[config.mk]
export PLATFORM = sky130hd
export DESIGN_NAME = sobol_rng_param_flat
export DESIGN_NICKNAME = d
export VERILOG_FILES = /design/src/rtl/sobol_rng_param_if.sv /design/src/rtl/sobol_rng_param.sv /design/src/flat_wrapper.sv
export SDC_FILE = /design/constraint.sdc
export NUM_CORES = 1
export LEC_CHECK = 0
export BUFFER_PORTS_ARGS = -buffer_cell sky130_fd_sc_hd__buf_2
export CAP_MARGIN = 10
export CORE_ASPECT_RATIO = 0.7
export CORE_MARGIN = 2
export CORE_UTILIZATION = 35
export DETAILED_ROUTE_END_ITERATION = 6
export GPL_ROUTABILITY_DRIVEN = 0
export PLACE_DENSITY = 0.57
export SLEW_MARGIN = 20
export SYNTH_ARGS = -nofsm -noshare
export SYNTH_HDL_FRONTEND = slang
export SYNTH_SLANG_ARGS = --single-unit
export TNS_END_PERCENT = 50
[constraint.sdc]
create_clock -name clk -period 3.3 [get_ports clk]
set_input_delay 0.495 -clock clk [delete_from_list [all_inputs] [get_ports clk]]
set_output_delay 0.495 -clock clk [all_outputs]
set_load 0.02 [all_outputs]
[src/rtl/sobol_rng_param_if.sv]
// rtl/sobol_rng_param_if.sv - Control, load and output bundle for the Sobol sequence generator
interface sobol_rng_param_if #(
  parameter int WIDTH    = 8,
  parameter int LOGWIDTH = 3
);
  logic                enable;
  logic                restart;
  logic                load_en;
  logic [LOGWIDTH-1:0] load_idx;
  logic [WIDTH-1:0]    load_vec;
  logic [WIDTH-1:0]    scramble;
  logic [WIDTH-1:0]    value;
  logic [WIDTH-1:0]    seq_out;
  logic                bit_out;
  logic                wrap;

  modport master (
    output enable, restart, load_en, load_idx, load_vec, scramble, value,
    input  seq_out, bit_out, wrap
  );

  modport slave (
    input  enable, restart, load_en, load_idx, load_vec, scramble, value,
    output seq_out, bit_out, wrap
  );
endinterface

[src/rtl/sobol_rng_param.sv]
// rtl/sobol_rng_param.sv - Parameterised Sobol low-discrepancy sequence generator with stochastic bit output
module sobol_rng_param #(
  parameter int WIDTH    = 8,
  parameter int LOGWIDTH = 3
) (
  input logic              clk,
  input logic              rst,
  sobol_rng_param_if.slave bus
);
  logic [WIDTH-1:0]    cnt_q, cnt_d;
  logic [WIDTH-1:0]    seq_q, seq_d;
  logic                wrap_q, wrap_d;
  logic [WIDTH-1:0]    dir_q [WIDTH];
  logic [WIDTH-1:0]    dir_d [WIDTH];
  logic [LOGWIDTH-1:0] step_idx;
  logic                load_ok;
  logic [WIDTH-1:0]    seq_out_w;

  // Indices beyond the vector bank are silently dropped
  assign load_ok = bus.load_en && (int'(bus.load_idx) < WIDTH);

  // Step index is the lowest clear bit of the pre-increment counter
  always_comb begin
    step_idx = '0;
    for (int i = WIDTH - 1; i >= 0; i--) begin
      if (!cnt_q[i]) step_idx = LOGWIDTH'(i);
    end
  end

  // Counter/sequence advance; restart wins over enable, terminal count wraps to zero
  always_comb begin
    cnt_d  = cnt_q;
    seq_d  = seq_q;
    wrap_d = 1'b0;
    if (bus.restart) begin
      cnt_d = '0;
      seq_d = '0;
    end else if (bus.enable) begin
      if (&cnt_q) begin
        cnt_d  = '0;
        seq_d  = '0;
        wrap_d = 1'b1;
      end else begin
        seq_d = seq_q ^ dir_q[step_idx];
        cnt_d = cnt_q + WIDTH'(1);
      end
    end
  end

  // Direction-vector writes; a step in the same cycle still sees the old vector
  always_comb begin
    for (int i = 0; i < WIDTH; i++) dir_d[i] = dir_q[i];
    if (load_ok) dir_d[bus.load_idx] = bus.load_vec;
  end

  // State registers; reset restores the van der Corput vectors
  always_ff @(posedge clk or posedge rst) begin
    if (rst) begin
      cnt_q  <= '0;
      seq_q  <= '0;
      wrap_q <= 1'b0;
      for (int i = 0; i < WIDTH; i++) dir_q[i] <= WIDTH'(1) << (WIDTH - 1 - i);
    end else begin
      cnt_q  <= cnt_d;
      seq_q  <= seq_d;
      wrap_q <= wrap_d;
      for (int i = 0; i < WIDTH; i++) dir_q[i] <= dir_d[i];
    end
  end

  assign seq_out_w   = seq_q ^ bus.scramble;
  assign bus.seq_out = seq_out_w;
  assign bus.bit_out = bus.value > seq_out_w;
  assign bus.wrap    = wrap_q;
endmodule

[src/flat_wrapper.sv]
// flat-port wrapper written by rule: the top's interface ports become plain ports
module sobol_rng_param_flat 
#(
  parameter int WIDTH    = 8,
  parameter int LOGWIDTH = 3
)
  (clk, rst, bus_enable, bus_restart, bus_load_en, bus_load_idx, bus_load_vec, bus_scramble, bus_value, bus_seq_out, bus_bit_out, bus_wrap);
  sobol_rng_param_if #(.WIDTH(WIDTH), .LOGWIDTH(LOGWIDTH)) bus_i ();
  input logic clk;
  input logic rst;
  input wire logic [$bits(bus_i.enable)-1:0] bus_enable;
  input wire logic [$bits(bus_i.restart)-1:0] bus_restart;
  input wire logic [$bits(bus_i.load_en)-1:0] bus_load_en;
  input wire logic [$bits(bus_i.load_idx)-1:0] bus_load_idx;
  input wire logic [$bits(bus_i.load_vec)-1:0] bus_load_vec;
  input wire logic [$bits(bus_i.scramble)-1:0] bus_scramble;
  input wire logic [$bits(bus_i.value)-1:0] bus_value;
  output wire logic [$bits(bus_i.seq_out)-1:0] bus_seq_out;
  output wire logic [$bits(bus_i.bit_out)-1:0] bus_bit_out;
  output wire logic [$bits(bus_i.wrap)-1:0] bus_wrap;
  assign bus_i.enable = bus_enable;
  assign bus_i.restart = bus_restart;
  assign bus_i.load_en = bus_load_en;
  assign bus_i.load_idx = bus_load_idx;
  assign bus_i.load_vec = bus_load_vec;
  assign bus_i.scramble = bus_scramble;
  assign bus_i.value = bus_value;
  assign bus_seq_out = bus_i.seq_out;
  assign bus_bit_out = bus_i.bit_out;
  assign bus_wrap = bus_i.wrap;
  sobol_rng_param #(.WIDTH(WIDTH), .LOGWIDTH(LOGWIDTH)) u_core (.clk(clk), .rst(rst), .bus(bus_i));
endmodule
==> results <==
- IR analysis of the VDD net gives a maximum drop of 0.334 mV.
- The synthesized netlist devotes 10.2% of its cell area to simple gates.
- By instance count, the leading cell after synthesis is sky130_fd_sc_hd__dfrtp_1.
- Summing all multi-input logic gate instances after layout gives 2140 sq um.
- After legalization and detailed placement, the total HPWL measured 6810 um.
- In the synthesized netlist, mux cells make up 26.3% of the area.
- For this block, the initial DRC count from the detailed router was 193.
- The number of setup buffers added after CTS is 0.
- In the synthesized netlist, the cells that appear most often are sky130_fd_sc_hd__dfrtp_1, sky130_fd_sc_hd__mux2_2, sky130_fd_sc_hd__mux2i_1, sky130_fd_sc_hd__nand2_1, sky130_fd_sc_hd__nor2_1.
- Derived from the worst setup path, the maximum achievable clock frequency is 381 MHz.
- The number of violations of the max-capacitance limit is 0.
- The share of layout cells above drive strength 1 is 36.7%.
- The detailed-routed wire length on met2 is 3870 um.
- Global routing used 15.1% of the available tracks.
- Setup repair after global routing left no endpoint under its margin.
- The TritonCTS clock tree is done.
- The detailed-routing iteration count for the pre-antenna-repair pass is 5.
- The mapped cell area is 4310 sq um.
- Summing all flip-flop and latch instances after layout gives 2040 sq um.
- The net count after synthesis is 391.
- The final-report setup violation count is 0.
- In the synthesized netlist the async set-or-reset flop fraction comes to 100%.
- The total inserted antenna cells is 0.
- The number of synthesized register bits is 81.
- For this run, the slowest stage of the critical path takes 0.47 ns.
- The clock period minus worst slack is 2.62 ns.
- The final worst hold slack is 0.194 ns.
- For this run, the leading register cell type out of synthesis is sky130_fd_sc_hd__dfrtp_1.
- The synthesized netlist devotes 8.48% of its cell area to compound gates.
- The uppermost signal routing layer after detailed routing is met4.
- Clock tree synthesis inserted a total of 9 buffers.
- The number of max-slew violations in the final report is 0.
- The transition time at the pin with the least slew margin is 0.845 ns.
- The number of fill cells in the layout is 1129.
- By area the synthesized netlist is led by sky130_fd_sc_hd__dfrtp_1, sky130_fd_sc_hd__mux2_2, sky130_fd_sc_hd__mux2i_1, sky130_fd_sc_hd__dfstp_2, sky130_fd_sc_hd__ha_1.
- A synthesized cell averages 12.3 sq um.
- The worst setup path is launched from a flip-flop.
- The largest net degree at the start of global routing is 34.
- The worst setup path is captured at a flip-flop.
- The post-detailed-route DRC marker count is 0.
- The worst hold path belongs to the class in -> async.
- The biggest area consumer among synthesized cells is sky130_fd_sc_hd__dfrtp_1.
- CTS saw 81 sinks.
- After global routing the overflow that remains totals 0.
- The signal on the critical path passes through nor2b_1 > o221ai_4 > a21oi_2 > mux4_2 > a221o_1 > o31a_1.
- The cell sitting at the root of the clock tree is a sky130_fd_sc_hd__clkbuf_16.
- During I/O placement, the number of pins put on the boundary was 42.
- For the worst flop-to-flop path, the logic depth is 6.
- The largest family of logic cells by synthesized area is multiplexers.
- The via total after detailed routing is 2883.
- The longest clock path from root to sink contains 2 buffers.
- The via count of the first global-routing pass is 2874.
- In the final routed layout, each cell accounts on average for 17.0 um.
- The cell with the biggest individual delay on the critical path is sky130_fd_sc_hd__dfrtp_1.
- The top cell type by area accounts for 42.4% of the synthesized area.
- The flow ran to the end, and the final reports show no timing, DRC or antenna violations.
- For the final database, setup skew stands at 0.00728 ns.
- For this configuration, the core starts out at a cell density of 36.4%.
- The routed via count divided by cell count is 5.22.
- The final-report hold violation count was 0.
- The synthesized design contains 0 enable-type register cells.
- The amount of wire on met3 after detailed routing is 522 um.
- The number of antenna violations at the first check in global routing came to 0.
- The endpoint of the lowest-slack register-to-register path is u_core.seq_q[1].
- The number of standard cells after synthesis is 350.
- The analysis attributes to cell leakage a power of 0.00235 uW.
- The design draws 3300 uW.
- The adder-cell area share of the yosys netlist is 2.61%.
- Port buffering added 41 buffers.
- The met1 routed wirelength after detailed routing is 4940 um.
- Summed over all layers, the routed wires come to 9400 um.
- The share of synthesized area occupied by flip-flops and latches is 47.3%.
- The area growth from synthesis to final layout is 16.1%.
- For this design the ratio of total power to cell area is 661 nW/um^2.
- The setup check on the worst reg-to-reg path leaves a slack of 0.68 ns.
- Tracing the worst setup path back leads to its startpoint at u_core.cnt_q[6].
- The core area is 11900 sq um.
- The launch instance of the worst register-to-register path is u_core.cnt_q[6].
- The headroom to the max-slew limit is 43.7%.
- By startpoint and endpoint, the worst setup path is classified as reg -> reg.
- STA puts the critical path data required time at 3.52 ns.
- For this run, the post-layout net count is 431.
- The height of the die is 96.8 um.
- Summing all placed instances gives a cell area of 4660 sq um.
- The die outline area is 13200 sq um.
- The worst-path maximum fanout is 17.
- The number of warnings issued by yosys is 0.
- The number of hold buffers added after CTS was 0.
- The width of the die is 137 um.
- The detail route stage leaves a number of antenna-violating nets equal to 0.
- The final instance area is 5000 sq um.
- The CTS clock-pin slew for the worst setup and hold paths is 0.06 ns.
- In the finished design, the share of the clock period the worst path needs comes to 79.4%.
- Gates resized during post-CTS repair numbered 0.
- The initialized floorplan defines 33 standard-cell rows.
- The total negative slack for setup checks is 0 ns.
- At the worst endpoint, the arrival time is 2.84 ns.
- The worst-skew pair later-pin latency is 0.34 ns.
- The first-pass GRT wire length is 15400 um.
- The H-tree was split into 3 levels.
- The synthesized-area fraction occupied by xor and xnor cells is 2.03%.
- In this run, distinct cell masters in the synthesized netlist total 47.
==> critical path: cells and delay by family, from the launching register on <==
| kind | cells | cell delay, ns |
|---|---|---|
| mux | 1 | 0.37 |
| compound gates | 4 | 1.34 |
| flops | 1 | 0.47 |
| simple gates | 1 | 0.31 |
==> layer usage <==
| metal | GRT usage [%] | vias to the layer above |
|---|---|---|
| li1 | - | 1363 |
| met3 | 4.40 | 6 |
| met4 | 2.88 | 0 |
| met1 | 23.3 | 1445 |
| met5 | 0 | - |
| met2 | 21.0 | 69 |
==> cell families (layout without fill, tap and decap cells) <==
family                     after synthesis  count (layout)
xor gates and xnor gates                10              10
muxes                                   96              96
AOI/OAI and AO/OA                       46              46
adders and majority gates                9               9
buffers and inverters                   29              74
DFF                                     81              81
and+or+nand+nor                         79              79
==> how the worst max path moves through the flow <==
stage / end / slack, ns / cells after the start
global route: u_core.seq_q[2] / 0.53 / 6
global placement: u_core.seq_q[3] / 0.81 / 6
floorplan: u_core.bus.wrap / 0.74 / 1
finish: u_core.seq_q[1] / 0.68 / 6
detailed placement: u_core.seq_q[1] / 0.73 / 6
CTS: u_core.seq_q[1] / 0.70 / 6
==> cell type report <==
type / count / area share (%)
multi-input cells: 240 / 42.7
repair buffers: 45 / 4.70
clock inverters: 5 / 2.05
inverters: 13 / 1.00
clock buffers: 11 / 4.85
well taps: 157 / 3.93
flip-flops and latches: 81 / 40.7
==> state kept, by name (all words and copies together) (netlist names) <==
| name | cells |
|---|---|
| u_core.seq_q | 8 |
| u_core.cnt_q | 8 |
| u_core.dir_q | 64 |
| u_core.bus.wrap | 1 |
==> power breakdown <==
part | switching (uW) | internal [uW] | leakage, uW
registers | 142 | 1230 | 0.000981
clock network | 389 | 759 | 0.000166
logic | 389 | 397 | 0.00121
total | 920 | 2380 | 0.00235
==> per-stage QoR <==
stage | instances | setup WS, ns | utilization, %
finish | 552 | 0.679 | 42.2
global route | 552 | 0.527 | 42.2
CTS | 552 | 0.695 | 42.2
detailed placement | 536 | 0.728 | 39.3
global placement | 536 | 0.806 | 39.3
floorplan | 350 | 0.738 | -
==> cells in the final DEF (no fill, tap or decap), types with 3 or more instances in the layout <==
| cell | instances |
|---|---|
| sky130_fd_sc_hd__mux4_1 | 4 |
| sky130_fd_sc_hd__mux2i_1 | 25 |
| sky130_fd_sc_hd__xor2_1 | 10 |
| sky130_fd_sc_hd__nor2_1 | 18 |
| sky130_fd_sc_hd__mux2_2 | 65 |
| sky130_fd_sc_hd__nor3_1 | 4 |
| sky130_fd_sc_hd__bufinv_16 | 3 |
| sky130_fd_sc_hd__o21ai_0 | 8 |
| sky130_fd_sc_hd__dfrtp_1 | 73 |
| sky130_fd_sc_hd__nand4b_1 | 3 |
| sky130_fd_sc_hd__clkbuf_16 | 9 |
| sky130_fd_sc_hd__buf_4 | 4 |
| sky130_fd_sc_hd__dfstp_2 | 8 |
| sky130_fd_sc_hd__buf_2 | 41 |
| sky130_fd_sc_hd__o31a_1 | 8 |
| sky130_fd_sc_hd__nand2_1 | 19 |
| sky130_fd_sc_hd__nand4_1 | 4 |
| sky130_fd_sc_hd__nand3_1 | 6 |
| sky130_fd_sc_hd__a21oi_1 | 6 |
| sky130_fd_sc_hd__nor2b_1 | 9 |
| sky130_fd_sc_hd__ha_1 | 9 |
| sky130_fd_sc_hd__a221o_1 | 8 |
| sky130_fd_sc_hd__inv_1 | 12 |
Note: power is estimated with default switching activity, not from simulation.
